`src/rtl/rom_load_pkg.sv`:
```
// Shared constants for ROM download sequencing: loader address map,
// one-hot region encodings and the load controller state type.
package rom_load_pkg;

    localparam logic [31:0] PROG_BASE       = 32'h0000_0000;
    localparam logic [31:0] PROG_LIMIT      = 32'h0000_1FFF;
    localparam logic [31:0] PLAYFIELD_BASE  = 32'h0000_2000;
    localparam logic [31:0] PLAYFIELD_LIMIT = 32'h0000_27FF;
    localparam logic [31:0] MOTION_BASE     = 32'h0000_2800;
    localparam logic [31:0] MOTION_LIMIT    = 32'h0000_2FFF;
    localparam logic [31:0] SYNC_BASE       = 32'h0000_3000;
    localparam logic [31:0] SYNC_LIMIT      = 32'h0000_30FF;

    localparam logic [3:0] REGION_NONE      = 4'b0000;
    localparam logic [3:0] REGION_PROG      = 4'b0001;
    localparam logic [3:0] REGION_PLAYFIELD = 4'b0010;
    localparam logic [3:0] REGION_MOTION    = 4'b0100;
    localparam logic [3:0] REGION_SYNC      = 4'b1000;

    typedef enum logic [1:0] {
        WAIT_ROM,
        LOAD,
        HOLD,
        RUN
    } load_state_t;

    function automatic logic in_region(input logic [31:0] addr,
                                       input logic [31:0] base,
                                       input logic [31:0] limit);
        return (addr >= base) && (addr <= limit);
    endfunction

endpackage

```
`src/rtl/rom_region_decode.sv`:
```
// Combinational loader-address decoder: byte address to one-hot ROM region
// select plus the offset inside that region. Addresses wider than 32 bits alias.
module rom_region_decode
    import rom_load_pkg::*;
#(
    parameter int ADDR_W = 16
) (
    input  logic [ADDR_W-1:0] addr,
    output logic              mapped,
    output logic [3:0]        sel,
    output logic [ADDR_W-1:0] offset
);

    logic [31:0] addr_ext;
    logic [31:0] base;

    assign addr_ext = 32'(addr);

    always_comb begin
        sel  = REGION_NONE;
        base = 32'd0;
        if (in_region(addr_ext, PROG_BASE, PROG_LIMIT)) begin
            sel  = REGION_PROG;
            base = PROG_BASE;
        end else if (in_region(addr_ext, PLAYFIELD_BASE, PLAYFIELD_LIMIT)) begin
            sel  = REGION_PLAYFIELD;
            base = PLAYFIELD_BASE;
        end else if (in_region(addr_ext, MOTION_BASE, MOTION_LIMIT)) begin
            sel  = REGION_MOTION;
            base = MOTION_BASE;
        end else if (in_region(addr_ext, SYNC_BASE, SYNC_LIMIT)) begin
            sel  = REGION_SYNC;
            base = SYNC_BASE;
        end
    end

    assign mapped = (sel != REGION_NONE);
    assign offset = ADDR_W'(addr_ext - base);

endmodule

```
`src/rtl/rom_load_ctrl.sv`:
```
// ROM download sequencer for the Ultra Tank core: registers loader writes into
// the ROM regions, keeps download statistics and owns the core reset.
module rom_load_ctrl
    import rom_load_pkg::*;
#(
    parameter int HOLD_CYCLES = 1024,
    parameter int ADDR_W      = 16
) (
    input  logic              clk_sys,
    input  logic              reset,
    input  logic              user_reset,
    input  logic              dl_active,
    input  logic              dl_wr,
    input  logic [ADDR_W-1:0] dl_addr,
    input  logic [7:0]        dl_data,
    output logic              rom_we,
    output logic [ADDR_W-1:0] rom_addr,
    output logic [7:0]        rom_din,
    output logic [3:0]        rom_sel,
    output logic              core_reset_n,
    output logic              rom_valid,
    output logic [15:0]       byte_count,
    output logic [7:0]        checksum,
    output logic              addr_err
);

    localparam logic [15:0] HOLD_LAST = 16'(HOLD_CYCLES - 1);

    load_state_t       state;
    load_state_t       next_state;
    logic [15:0]       hold_cnt;
    logic              user_reset_q;

    logic              dec_mapped;
    logic [3:0]        dec_sel;
    logic [ADDR_W-1:0] dec_offset;

    logic              accept;
    logic              accept_mapped;
    logic              accept_unmapped;
    logic              load_entry;
    logic              hold_busy;
    logic              hold_done;

    rom_region_decode #(
        .ADDR_W (ADDR_W)
    ) u_decode (
        .addr   (dl_addr),
        .mapped (dec_mapped),
        .sel    (dec_sel),
        .offset (dec_offset)
    );

    // Any active strobe is accepted: dl_active=1 always lands in LOAD on this edge.
    assign accept          = dl_wr && dl_active;
    assign accept_mapped   = accept && dec_mapped;
    assign accept_unmapped = accept && !dec_mapped;
    assign load_entry      = dl_active && (state != LOAD);

    // The extra cycle of user_reset_q starts the hold count on the first edge
    // that sees user_reset low, so both release paths take the same time.
    assign hold_busy = user_reset || user_reset_q;
    assign hold_done = !hold_busy && (hold_cnt == HOLD_LAST);

    always_ff @(posedge clk_sys) begin
        if (reset) begin
            state <= WAIT_ROM;
        end else begin
            state <= next_state;
        end
    end

    always_comb begin
        next_state = state;
        case (state)
            WAIT_ROM: begin
                if (dl_active) next_state = LOAD;
            end
            LOAD: begin
                if (!dl_active) begin
                    if (byte_count != 16'd0) next_state = HOLD;
                    else if (rom_valid)      next_state = RUN;
                    else                     next_state = WAIT_ROM;
                end
            end
            HOLD: begin
                if (dl_active)      next_state = LOAD;
                else if (hold_done) next_state = RUN;
            end
            RUN: begin
                if (dl_active)       next_state = LOAD;
                else if (user_reset) next_state = HOLD;
            end
            default: next_state = WAIT_ROM;
        endcase
    end

    always_ff @(posedge clk_sys) begin
        if (reset) begin
            rom_we       <= 1'b0;
            rom_addr     <= '0;
            rom_din      <= 8'd0;
            rom_sel      <= REGION_NONE;
            core_reset_n <= 1'b0;
            rom_valid    <= 1'b0;
            hold_cnt     <= 16'd0;
            user_reset_q <= 1'b0;
        end else begin
            rom_we       <= accept_mapped;
            rom_sel      <= accept_mapped ? dec_sel : REGION_NONE;
            core_reset_n <= (state == RUN);
            user_reset_q <= user_reset;
            if (accept_mapped) begin
                rom_addr <= dec_offset;
                rom_din  <= dl_data;
            end
            if (state == LOAD && !dl_active && byte_count != 16'd0) begin
                rom_valid <= 1'b1;
            end
            if (state == HOLD && !hold_busy && next_state == HOLD) begin
                hold_cnt <= hold_cnt + 16'd1;
            end else begin
                hold_cnt <= 16'd0;
            end
        end
    end

    // Statistics restart on LOAD entry, folding in a byte accepted on that same edge.
    always_ff @(posedge clk_sys) begin
        if (reset) begin
            byte_count <= 16'd0;
            checksum   <= 8'd0;
            addr_err   <= 1'b0;
        end else if (load_entry) begin
            byte_count <= accept_mapped ? 16'd1 : 16'd0;
            checksum   <= accept_mapped ? dl_data : 8'd0;
            addr_err   <= accept_unmapped;
        end else if (state == LOAD) begin
            if (accept_mapped && byte_count != 16'hFFFF) begin
                byte_count <= byte_count + 16'd1;
            end
            if (accept_mapped) begin
                checksum <= checksum + dl_data;
            end
            if (accept_unmapped) begin
                addr_err <= 1'b1;
            end
        end
    end

endmodule

```
`config.mk`:
```
export PLATFORM = sky130hd
export DESIGN_NAME = rom_load_ctrl
export DESIGN_NICKNAME = d
export VERILOG_FILES = /design/src/rtl/rom_load_pkg.sv /design/src/rtl/rom_region_decode.sv /design/src/rtl/rom_load_ctrl.sv
export SDC_FILE = /design/constraint.sdc
export NUM_CORES = 1
export LEC_CHECK = 0
export CAP_MARGIN = 40
export CORE_ASPECT_RATIO = 0.7
export CORE_MARGIN = 5
export CORE_UTILIZATION = 57
export DETAILED_ROUTE_END_ITERATION = 7
export DONT_BUFFER_PORTS = 1
export PLACE_DENSITY = 0.75
export SYNTH_ARGS = -nofsm -noshare
export SYNTH_HDL_FRONTEND = slang
export SYNTH_SLANG_ARGS = --single-unit
export TNS_END_PERCENT = 1
```
`constraint.sdc`:
```
create_clock -name clk_sys -period 1.7 [get_ports clk_sys]
set_input_delay 0.085 -clock clk_sys [delete_from_list [all_inputs] [get_ports clk_sys]]
set_output_delay 0.085 -clock clk_sys [all_outputs]
set_load 0.01 [all_outputs]
```
### Yosys cells after proc, flatten, opt, wreduce, memory -nomap -nowiden

Cells that the tools add are included.

| operators by class | value |
|---|---|
| reductions and logical operators | 30 |
| magnitude comparators | 8 |
| muxes and demuxes | 28 |
| equal/unequal tests | 7 |
| bitwise gates (word level) | 2 |
| add/subtract/negate cells | 4 |

Operators with widths:

| kind | number |
|---|---|
| $mux W16 | 5 |
| $ge A16 B14 Y1 const B | 3 |
| $le A16 B14 Y1 const B | 3 |
| $add A16 B1 Y16 const B | 2 |
| $mux W8 | 4 |
| $mux W14 | 2 |
| $eq A16 B10 Y1 const B | 1 |
| $ge A16 B1 Y1 const B | 1 |
| $le A16 B13 Y1 const B | 1 |
| $mux W2 | 8 |
| $mux W4 | 4 |
| $ne A16 B16 Y1 const B | 1 |
| $reduce_bool A16 Y1 | 1 |
| $sub A16 B16 Y16 | 1 |
| $logic_and A1 B1 Y1 | 14 |
| $add A8 B8 Y8 | 1 |
| $pmux W2 S4 | 1 |
| $reduce_bool A2 Y1 | 4 |
| $eq A2 B2 Y1 const B | 3 |
| $reduce_and A2 Y1 | 3 |
| $mux W1 | 4 |
| $reduce_bool A4 Y1 | 1 |
| $reduce_or A2 Y1 | 2 |
| $logic_not A1 Y1 | 3 |
| other kinds (5) | 6 |

| word-level totals | value |
|---|---|
| word-level logic and storage cells | 91 |
| flip-flop bits (word level) | 75 |
| input port bits | 29 |

### Logic depth before layout (Yosys ltp)

Gate-level depths: netlist (run 1).

| depth | value |
|---|---|
| word-level depth | 12 |
| depth in mapped cells | 9 |

### Modules after synthesis

From an unflattened synthesis (run 1), not the netlist that was laid out.

| unflattened totals | value |
|---|---|
| cells, all modules | 431 |
| area, all modules | 3558.4 um^2 |

Modules (own cells, without submodules):

| module | sequential area each (um^2) | area each (um^2) | cells an instance | times used |
|---|---|---|---|---|
| rom_load_ctrl | 1501.4 | 3293.2 | 395 | 1 |
| rom_region_decode | 0.0 | 265.3 | 36 | 1 |

### Least setup slack after synthesis (run 1)

Ideal clock, no wire load.

| timing path | value |
|---|---|
| path kind | reg2reg |
| start point | register checksum[0] |
| end point | register checksum[6] |
| cell stages (with the launch flop) | 9 |
| data required time | 1.567 ns |
| path buffers | 0 |
| setup time | 0.133 ns |
| period minus slack after synthesis | 1.855 ns |
| arrival time | 1.723 ns |
| path slack | -0.155 ns |
| cell sequence | dfxtp_1 > ha_1 > inv_1 > fa_1 > nor2b_1 > o21ai_0 > a21boi_0 > mux2i_1 > a311oi_1 |

| on the way | value |
|---|---|
| word-level cells in the longest chain between the ends | 4 |

Ends and longest elaborated chain:

| what | line | source |
|---|---|---|
| start, declared | rom_load_ctrl.sv:23 | `output logic [7:0] checksum,` |
| start signal, assigned | rom_load_ctrl.sv:136 | `checksum <= accept_mapped ? dl_data : 8'd0;` |
| start signal, assigned | rom_load_ctrl.sv:143 | `checksum <= checksum + dl_data;` |
| $add A8 B8 Y8 | rom_load_ctrl.sv:143 |  |
| $mux W8 | rom_load_ctrl.sv:142 | `if (accept_mapped) begin` |
| $mux W8 | rom_load_ctrl.sv:138 | `end else if (state == LOAD) begin` |
| $mux W8 | rom_load_ctrl.sv:134 | `end else if (load_entry) begin` |

Every way passes these cells. The select of a mux whose other input is x is not followed.
A chain may end at the register's enable or synchronous reset.

### Final worst setup path (run 1)

| timing path | value |
|---|---|
| start point | register state[0] |
| end point | register byte_count[14] |

| on the way | value |
|---|---|
| word-level cells in the longest chain between the ends | 4 |
| elaborated cells on any way between the ends | 7 |
| those cells by class | eq/ne (2); mux (1); reduce/logical (4) |

Ends and longest elaborated chain:

| what | line | source |
|---|---|---|
| start, declared | rom_load_ctrl.sv:29 | `load_state_t state;` |
| start signal, assigned | rom_load_ctrl.sv:69 | `state <= next_state;` |
| $ne A2 B1 Y1 | rom_load_ctrl.sv:58 | `assign load_entry = dl_active && (state != LOAD);` |
| $logic_and A1 B1 Y1 | rom_load_ctrl.sv:58 |  |
| $reduce_bool A2 Y1 (no line) | n/a |  |
| $reduce_and A2 Y1 (no line) | n/a |  |
| end signal, assigned | rom_load_ctrl.sv:135 | `byte_count <= accept_mapped ? 16'd1 : 16'd0;` |
| end signal, assigned | rom_load_ctrl.sv:140 | `byte_count <= byte_count + 16'd1;` |
| end, declared | rom_load_ctrl.sv:22 | `output logic [15:0] byte_count,` |

Parallel ways exist; a longest one is shown, timed or not.

==> flow_metrics.tcl, run 1 <==
set metrics [dict create \
    status "complete, but fails checks" \
    violations "setup timing" \
    share_seq_of_total_power 0.524 \
    startpoint_of_the_most_critical_hold_path "reset" \
    synthesis.yosys.warnings 0 \
    dr.pass1.iters 4 \
    post_syn_area_per_cell_um2 8.425 \
    synthTopCellsByArea "sky130_fd_sc_hd__dfxtp_1 (41%), sky130_fd_sc_hd__xnor2_1 (6.0%), sky130_fd_sc_hd__nand2_1 (6.0%)" \
    synth-edff-count 0 \
    power_density_mw_per_mm2 711.0 \
    areaGrowthSynthToFinish_pct 32.24 \
    clock_sink_count 75 \
    arrival_ns 2.00 \
    timing.critical_path.required_ns 1.94 \
    clock_path_buffers 2 \
    totalPowerFinal_mw 3.423 \
    dpl_ws_ns -0.06144 \
    report.final.setup_viol 14 \
    post_drt_via_cell_ratio 5.680 \
    detail-route-antenna-nets 0 \
    p_int_mw 2.588 \
    drv_slew 0 \
    power.static_leakage_nw 1.786 \
    synth_top_area_frac 0.4125 \
    power.share.switching 0.2438 \
    rsz_0062_raised_after_global_routing "yes" \
    setup.worst_path.end_class "register" \
    global_route_usage_over_all_layers 0.2357 \
    cts.htree.levels 3 \
    worst_setup_skew_after_layout_ns 0.007876 \
    cts_root_buf "sky130_fd_sc_hd__clkbuf_8" \
    worstSkewPairLatency_ns 0.35 \
    r2r_end "byte_count[14]" \
    io_pins 85 \
    core_area_mm2 0.006216 \
    critPathMaxFanout 15 \
    drt-total-wl_um 9849 \
    via_count_of_the_first_global_routing_pass 3287 \
    clock_buffer_count_from_cts 9 \
    hold_path.class "input port to register" \
    fmax_mhz 568.1 \
    route.vias.total 3425 \
    post-route-worst-setup-slack_ns -0.06023 \
    holdPathEnd "checksum[7]" \
    placement_rows 24 \
    routed_wire_length_per_instance_um 16.33 \
    p_sw_mw 0.8344 \
    total_die_area_mm2 0.008109 \
    cts_tree "yes" \
    buffers_on_ports 0 \
    num_antenna_cells 0 \
    min_period_over_period 1.035 \
    synth_ff_type "sky130_fd_sc_hd__dfxtp_1" \
    grt_first_pass_wirelength_um 15840 \
    grt_antenna_before_repair 0 \
    synth_async_sr_flop_share 0 \
    commonest_cells_after_routing_fill_and_taps_aside "sky130_fd_sc_hd__dfxtp_1 (71), sky130_fd_sc_hd__buf_4 (65), sky130_fd_sc_hd__nand2_1 (58)" \
    synth.yosys.seq_area_share 0.4125 \
    tightestPinTransition_ns 0.5188 \
    finalHoldViolCount 0 \
    timing.reg2reg.worst_path_depth 6 \
    synth.largest_area_cell "sky130_fd_sc_hd__dfxtp_1" \
    max-cap-violations 0 \
    synth.net_count 476 \
    grt_start_max_net_pins 37 \
    ys_types 50 \
    ir_drop_v 0.0005040 \
    relSlewSlack 0.6540 \
    most_common_cell_after_layout_fill_and_taps_aside "sky130_fd_sc_hd__dfxtp_1" \
    dp_hpwl_um 6537 \
    drt_first_iter_violations 286 \
    die_width_um 105.5 \
    start_kind "register" \
    postSynthCellCount 432 \
    globalplace.congestion 0.8805 \
    die_y_um 76.86 \
    drc_errors 0 \
    final_global_route_overflow_total 0 \
    mapped_area_mm2 0.003640 \
    timing.setup.critical_path_class "register to register" \
    critical_path.reg2reg.startpoint "state[0]" \
    initial_utilization 0.5855 \
    finalWorstPathRequiredPeriod_ns 1.760 \
    ff2ff_setup_slack_ns -0.06 \
    holdPathStages 3 \
    clockPowerShare 0.394 \
    register_clock_pin_slew_on_the_reported_worst_setup_and_hold_paths_ns 0.08 \
    finish.net_count 564 \
    p_comb_frac 0.082 \
    layout-drive-gt1-share 0.2248 \
    postSynthRegisterBits 75 \
]
-- metrics by stage --
stage          hold WS [ns]  instances    util  setup TNS (ns)  instance area [um2]
2_1_floorplan        0.1622        432       -        -0.08116                 3646
3_3_place_gp         0.1545        550  0.6624         -0.1798                 4118
3_5_place_dp         0.1582        550  0.6624         -0.9469                 4118
4_1_cts            0.003404        595  0.7452        -0.06938                 4632
5_1_grt             0.03989        603  0.7744          -3.154                 4813
6_report            0.01991        603  0.7744         -0.3159                 4813
-- worst max-delay path by stage --
stage                   from             end  cells after the start
6_report            state[0]  byte_count[14]                      6
5_1_grt             state[0]  byte_count[14]                      6
4_1_cts          checksum[0]     checksum[6]                      8
3_5_place_dp   byte_count[0]    hold_cnt[13]                      8
3_3_place_gp     checksum[0]     checksum[6]                      8
2_1_floorplan     dl_addr[8]    rom_addr[15]                      9
-- per-layer routing --
layer,share of wire,GRT usage,vias up
li1,-,-,1686
met4,0.012,0.07633,2
met1,0.43,0.3178,1610
met3,0.091,0.07550,11
met5,0.0063,0.05195,-
met2,0.46,0.3531,116
-- final cells by class --
cell class	count	area [um2]
Clock inverter	6	66.31
Inverter	16	65.06
Fill cell	425	1403
Multi-Input combinational cell	322	2112
Clock buffer	10	127.6
Timing Repair Buffer	96	833.3
Sequential cell	75	1511
Tap cell	78	97.59
-- logic make-up (layout without fill, tap and decap cells) --
group | after synthesis | count (layout) | synth area share
xor+xnor | 33 | 33 | 0.07941
fa+ha+maj | 15 | 15 | 0.05569
simple gates | 203 | 203 | 0.2812
compound gates | 70 | 70 | 0.1279
buf+inv | 35 | 128 | 0.04056
mux | 1 | 1 | 0.002750
flops | 75 | 75 | 0.4125
-- synth_stat cells, drive strengths merged (4+ instances only) --
master,count
dfxtp,75
nand2,58
nor2,52
a21oi,31
xnor2,25
inv,16
nand3,16
nor3,15
ha,13
nor4,12
nand4,11
clkbuf,10
buf,9
and3,8
xor2,8
nor2b,6
nor4b,6
o21ai,6
a211oi,5
a22oi,5
and2,5
and4,4
o211ai,4
-- flip-flops by register name (all words and copies together) (netlist names) --
signal	count
rom_din	8
checksum	8
addr_err	1
user_reset_q	1
core_reset_n	1
state	2
rom_sel	4
rom_addr	16
byte_count	16
rom_we	1
rom_valid	1
hold_cnt	16
-- worst max-delay path, cell delays in order (launching register included) --
cell and delay (ns):
sky130_fd_sc_hd__dfxtp_1 0.33, sky130_fd_sc_hd__nor2b_1 0.25, sky130_fd_sc_hd__o2111ai_4 0.32, sky130_fd_sc_hd__buf_4 0.25, sky130_fd_sc_hd__nor4_2 0.30, sky130_fd_sc_hd__xnor2_1 0.16, sky130_fd_sc_hd__nor2_1 0.05
-- power by group through the flow --
stage / Clock, mW / Combinational [mW] / Sequential, mW
finish: 1.35 / 0.282 / 1.79
global route: 1.49 / 0.306 / 1.80
CTS: 1.39 / 0.266 / 1.80
detailed placement: 0 / 0.189 / 1.84
global placement: 0 / 0.183 / 1.84
floorplan: 0 / 0.145 / 1.84
-- repair_timing --
| action | in CTS | in global routing |
|---|---|---|
| resized for setup | 6 | 28 |
| buffers inserted | 0 | 7 |
| cloned | 0 | 1 |
| endpoints found under the setup margin | 20 | 40 |
| endpoints found under the hold margin | 43 | 0 |
| hold buffers | 29 | 0 |
| pin swaps | 3 | 9 |
Power figures use the tool's default switching activity.
==> run 2, diff against run 1 <==
==> constraint.sdc (replaced) <==
create_clock -name clk_sys -period 1.7 [get_ports clk_sys]
set_input_delay 0.34 -clock clk_sys [delete_from_list [all_inputs] [get_ports clk_sys]]
set_output_delay 0.34 -clock clk_sys [all_outputs]
set_load 0.01 [all_outputs]
==> run 2 against run 1 <==
The run still ends with setup timing left. Count of clock-buffer cells in the layout did not move. Worst hold slack better by 0.034 ns. Flip-flop and latch count stayed put. Total power down 2.2%. Clock power is essentially flat. Sequential power hardly changed. Largest cell class unchanged.
==> flow_metrics.tcl, run 2 (synthesized netlist as in run 1, its figures left out) <==
set metrics [dict create \
    clock_path_buffers 2 \
    grt_first_pass_wirelength_um 15300 \
    dp_hpwl_um 6778 \
    reg.largest.list "byte_count x16, hold_cnt x16, rom_addr x16" \
    drv_slew 0 \
    clock_buffer_count_from_cts 9 \
    cts_hold_repair.buffers 0 \
    core_area_mm2 0.006216 \
    cts_root_buf "sky130_fd_sc_hd__clkbuf_8" \
    layout-drive-gt1-share 0.2414 \
    routed_wire_length_per_instance_um 16.15 \
    die_width_um 105.5 \
    worst_setup_skew_after_layout_ns 0.01021 \
    min_period_over_period 1.060 \
    ff2ff_setup_slack_ns -0.10 \
    setup.worst_path.end_class "register" \
    via_count_of_the_first_global_routing_pass 3186 \
    clock_sink_count 75 \
    global_route_usage_over_all_layers 0.2285 \
    register_clock_pin_slew_on_the_reported_worst_setup_and_hold_paths_ns 0.08 \
    totalPowerFinal_mw 3.347 \
    finalHoldWorstSlack_ns 0.05387 \
    commonest_cells_after_routing_fill_and_taps_aside "sky130_fd_sc_hd__buf_4 (67), sky130_fd_sc_hd__dfxtp_1 (66), sky130_fd_sc_hd__nand2_1 (58)" \
    violations "setup timing" \
    globalplace.congestion 0.8673 \
    dpl_ws_ns -0.2460 \
    worstSkewPairLatency_ns 0.35 \
    die_y_um 76.86 \
    hold_path.class "input port to register" \
    timing.critical_path.required_ns 1.93 \
    grt_start_max_net_pins 41 \
    timing.setup.critical_path_class "register to register" \
    fillCellCount 484 \
    power_density_mw_per_mm2 741.3 \
    ir_drop_v 0.0003878 \
    most_common_cell_after_layout_fill_and_taps_aside "sky130_fd_sc_hd__buf_4" \
    io_pins 85 \
    finalWorstPathRequiredPeriod_ns 1.803 \
    critical_path.startpoint "checksum[0]" \
    drc_errors 0 \
    rsz_0062_raised_after_global_routing "yes" \
    cts.htree.levels 3 \
    drt-total-wl_um 9285 \
    placement_rows 24 \
    grt_antenna_before_repair 0 \
    detail-route-antenna-nets 0 \
    total_die_area_mm2 0.008109 \
    critical_path.reg2reg.startpoint "checksum[0]" \
    cts_tree "yes" \
    initial_utilization 0.5855 \
    startpoint_of_the_most_critical_hold_path "reset" \
    tightestPinTransition_ns 0.4992 \
    arrival_ns 2.03 \
    max-cap-violations 0 \
    post_drt_via_cell_ratio 5.767 \
    final_global_route_overflow_total 0 \
    finish.net_count 537 \
    start_kind "register" \
    critPathMaxFanout 2 \
    finalHoldViolCount 0 \
    num_antenna_cells 0 \
    route.vias.total 3316 \
    areaGrowthSynthToFinish_pct 24.06 \
    buffers_on_ports 0 \
    status "complete, but fails checks" \
    power.static_leakage_nw 1.670 \
    post-route-worst-setup-slack_ns -0.1028 \
    report.final.setup_viol 3 \
    drt_first_iter_violations 183 \
    relSlewSlack 0.6670 \
    fmax_mhz 554.7 \
    dr.pass1.iters 5 \
]
## run 2: cell count changes in the layout (fill, tap and decap cells not counted), moves of 2 or more
cell                            change
sky130_fd_sc_hd__dfxtp_1            -5
sky130_fd_sc_hd__buf_4              +2
sky130_fd_sc_hd__clkinv_4           -2
sky130_fd_sc_hd__nor3_1             -3
sky130_fd_sc_hd__nor4_2             -2
sky130_fd_sc_hd__dlygate4sd3_1     -28
sky130_fd_sc_hd__dfxtp_2            +4
sky130_fd_sc_hd__inv_4              -2
sky130_fd_sc_hd__nor3_2             +3
## run 2: area by class of cell
class	instances	area [um2]	share of cell area
clock inverter	5	53.80	0.01191
sequential	75	1520	0.3367
tap	78	97.59	0.02161
clock buffer	10	137.6	0.03048
multi-input combinational	322	2112	0.4677
timing repair buffer	69	534.3	0.1183
inverter	16	60.06	0.01330
## run 2: worst max-delay path, cell delays in order, from the launching register on
cell and delay (ns):
sky130_fd_sc_hd__dfxtp_2 0.35, sky130_fd_sc_hd__ha_4 0.14, sky130_fd_sc_hd__inv_2 0.04, sky130_fd_sc_hd__fa_2 0.34, sky130_fd_sc_hd__nor2b_2 0.13, sky130_fd_sc_hd__o21ai_2 0.08
sky130_fd_sc_hd__a21boi_1 0.15, sky130_fd_sc_hd__buf_4 0.14, sky130_fd_sc_hd__mux2i_1 0.21, sky130_fd_sc_hd__a311oi_1 0.11
## run 2: final timing paths
kind,cells past startpoint,endpoint
max,9,checksum[6]
min,1,user_reset_q
max reg2reg,9,checksum[6]
min reg2reg,1,hold_cnt[0]
## run 2: stage by stage
step	TNS (ns)	cell area, um2	std cells	utilization
2_1_floorplan	-1.531	3640	432	-
3_3_place_gp	-1.658	4187	560	0.6735
3_5_place_dp	-2.272	4187	560	0.6735
4_1_cts	-0.1500	4407	575	0.7089
5_1_grt	-2.425	4516	575	0.7264
6_report	-0.1671	4516	575	0.7264
## run 2: metal layers
metal  track usage  wire (um)  vias to the layer above
li1              -          -                     1626
met1        0.3044       4158                     1554
met2        0.3518       4210                      127
met3       0.07383        801                        9
met4       0.07245        114                        0
met5             0          0                        -
## run 2: power by group
group	switching, mW	internal [mW]	total [mW]
combinational	0.119	0.0951	0.214
clock	0.637	0.705	1.34
sequential	0.0211	1.77	1.79
total	0.777	2.57	3.35
## run 2: what timing repair did
| action | in CTS | in global routing |
|---|---|---|
| gates resized for setup | 10 | 29 |
| pin swaps | 3 | 7 |
| setup endpoints to repair | 21 | 42 |
| cloned | 0 | 0 |
| setup buffers | 0 | 0 |
==> run 3, diff against run 2 <==
- SETUP_SLACK_MARGIN: default -> 0.02
==> run 3 against run 2 <==
The run still ends with setup timing left. Count of clock-buffer cells in the layout did not move. Cell area grew 0.19%. Largest power group unchanged. Critical path depth stayed put. Total power increased by 0.24%.
==> flow_metrics.tcl, run 3 (synthesized netlist as in run 1, its figures left out) <==
set metrics [dict create \
    status "complete, but fails checks" \
    violations "setup timing" \
    worst_setup_skew_after_layout_ns 0.008424 \
    place_inst 560 \
    core_area_mm2 0.006216 \
    die_width_um 105.5 \
    fin_setup_tns_ns -0.1573 \
    tightestPinTransition_ns 0.4971 \
    drt-total-wl_um 9322 \
    clock_buffer_count_from_cts 9 \
    num_antenna_cells 0 \
    post-cts-setup-buffer-count 0 \
    holdPathStages 1 \
    timing.setup.critical_path_class "register to register" \
    cts_root_buf "sky130_fd_sc_hd__clkbuf_8" \
    power.static_leakage_nw 1.675 \
    arrival_ns 2.04 \
    dr.pass1.iters 5 \
    setup.worst_path.end_class "register" \
    areaGrowthSynthToFinish_pct 24.30 \
    drt_first_iter_violations 191 \
    critical_path.reg2reg.startpoint "checksum[0]" \
    ir_drop_v 0.0003878 \
    totalPowerFinal_mw 3.355 \
    clock_sink_count 75 \
    max-cap-violations 0 \
    grt_antenna_before_repair 0 \
    grt_start_max_net_pins 41 \
    finalInstanceArea_mm2 0.004524 \
    critPathMaxFanout 2 \
    min_period_over_period 1.061 \
    worstSkewPairLatency_ns 0.35 \
    routed_wire_length_per_instance_um 16.21 \
    final_global_route_overflow_total 0 \
    placement_rows 24 \
    cts_tree "yes" \
    holdPathEnd "rom_din[1]" \
    start_kind "register" \
    rsz_0062_raised_after_global_routing "yes" \
    finish.net_count 537 \
    final_core_utilization 0.7279 \
    die_y_um 76.86 \
    drc_errors 0 \
    finalHoldWorstSlack_ns 0.04590 \
    fmax_mhz 554.4 \
    timing.reg2reg.worst_path_depth 9 \
    buffers_on_ports 0 \
    commonest_cells_after_routing_fill_and_taps_aside "sky130_fd_sc_hd__buf_4 (67), sky130_fd_sc_hd__dfxtp_1 (66), sky130_fd_sc_hd__nand2_1 (58)" \
    finalWorstPathRequiredPeriod_ns 1.804 \
    post_layout_instance_count_excluding_filler_cells 575 \
    post_dp_area_mm2 0.004187 \
    layout-drive-gt1-share 0.2455 \
    reg.largest.list "byte_count x16, hold_cnt x16, rom_addr x16" \
    startpoint_of_the_most_critical_hold_path "reset" \
    via_count_of_the_first_global_routing_pass 3186 \
    register_clock_pin_slew_on_the_reported_worst_setup_and_hold_paths_ns 0.08 \
    dpl_ws_ns -0.2460 \
    post_drt_via_cell_ratio 5.746 \
    ff2ff_setup_slack_ns -0.10 \
    cts.htree.levels 3 \
    power_density_mw_per_mm2 741.6 \
    report.final.setup_viol 3 \
    io_pins 85 \
    globalplace.congestion 0.8673 \
    post-route-worst-setup-slack_ns -0.1039 \
    grt_first_pass_wirelength_um 15300 \
    drv_slew 0 \
    dp_hpwl_um 6778 \
    finalHoldViolCount 0 \
    initial_utilization 0.5855 \
    most_common_cell_after_layout_fill_and_taps_aside "sky130_fd_sc_hd__buf_4" \
    clock_path_buffers 2 \
    r2r_end "checksum[6]" \
    fillCellCount 484 \
    hold_path.class "input port to register" \
    timing.critical_path.required_ns 1.93 \
    relSlewSlack 0.6684 \
    route.vias.total 3304 \
    total_die_area_mm2 0.008109 \
    global_route_usage_over_all_layers 0.2285 \
    detail-route-antenna-nets 0 \
]
[run 3: cell types whose count changed in the layout (fill, tap and decap cells not counted)]
cell                      before  now
sky130_fd_sc_hd__nor3b_2       0    1
sky130_fd_sc_hd__nor3b_1       3    2
sky130_fd_sc_hd__a21oi_1      31   30
sky130_fd_sc_hd__a21oi_2       0    1
[run 3: area by class of cell]
cell class	instances	area (um2)	area share
Sequential cell	75	1520	0.3360
Timing Repair Buffer	69	534.3	0.1181
Clock buffer	10	137.6	0.03042
Inverter	16	60.06	0.01327
Multi-Input combinational cell	322	2121	0.4687
Clock inverter	5	53.80	0.01189
Tap cell	78	97.59	0.02157
[run 3: what timing repair did]
action,CTS,global route
pin swaps,3,8
hold buffers,0,0
endpoints found under the hold margin,0,0
resized for setup,10,31
endpoints found under the setup margin,22,43
[run 3: how the worst max path moves through the flow]
| stage | from | end | slack, ns | cells after the start |
|---|---|---|---|---|
| final | checksum[0] | checksum[6] | -0.10 | 9 |
| after global routing | checksum[0] | checksum[6] | -0.23 | 9 |
| after CTS | checksum[0] | checksum[6] | -0.11 | 9 |
| after detailed placement | dl_addr[11] | rom_addr[15] | -0.25 | 9 |
| after global placement | dl_addr[11] | rom_addr[15] | -0.16 | 9 |
| after floorplan | dl_addr[11] | rom_addr[15] | -0.30 | 9 |
[run 3: metal layers]
metal | vias up | track usage | part of all wire
met4 | 0 | 0.07245 | 0.013
met5 | - | 0 | 0
met2 | 133 | 0.3518 | 0.45
met3 | 8 | 0.07383 | 0.097
met1 | 1532 | 0.3044 | 0.44
li1 | 1631 | - | -
[run 3: where the power goes]
group          switching (mW)  internal, mW  total [mW]
clock                   0.645         0.704        1.35
combinational           0.119        0.0958       0.215
sequential             0.0211          1.77        1.79
total                   0.785          2.57        3.36
[run 3: worst max-delay path, stage by stage, from the launching register on]
cell	delay (ns)
sky130_fd_sc_hd__dfxtp_2	0.35
sky130_fd_sc_hd__ha_4	0.14
sky130_fd_sc_hd__inv_2	0.04
sky130_fd_sc_hd__fa_2	0.34
sky130_fd_sc_hd__nor2b_2	0.13
sky130_fd_sc_hd__o21ai_2	0.08
sky130_fd_sc_hd__a21boi_1	0.15
sky130_fd_sc_hd__buf_4	0.14
sky130_fd_sc_hd__mux2i_1	0.20
sky130_fd_sc_hd__a311oi_1	0.11
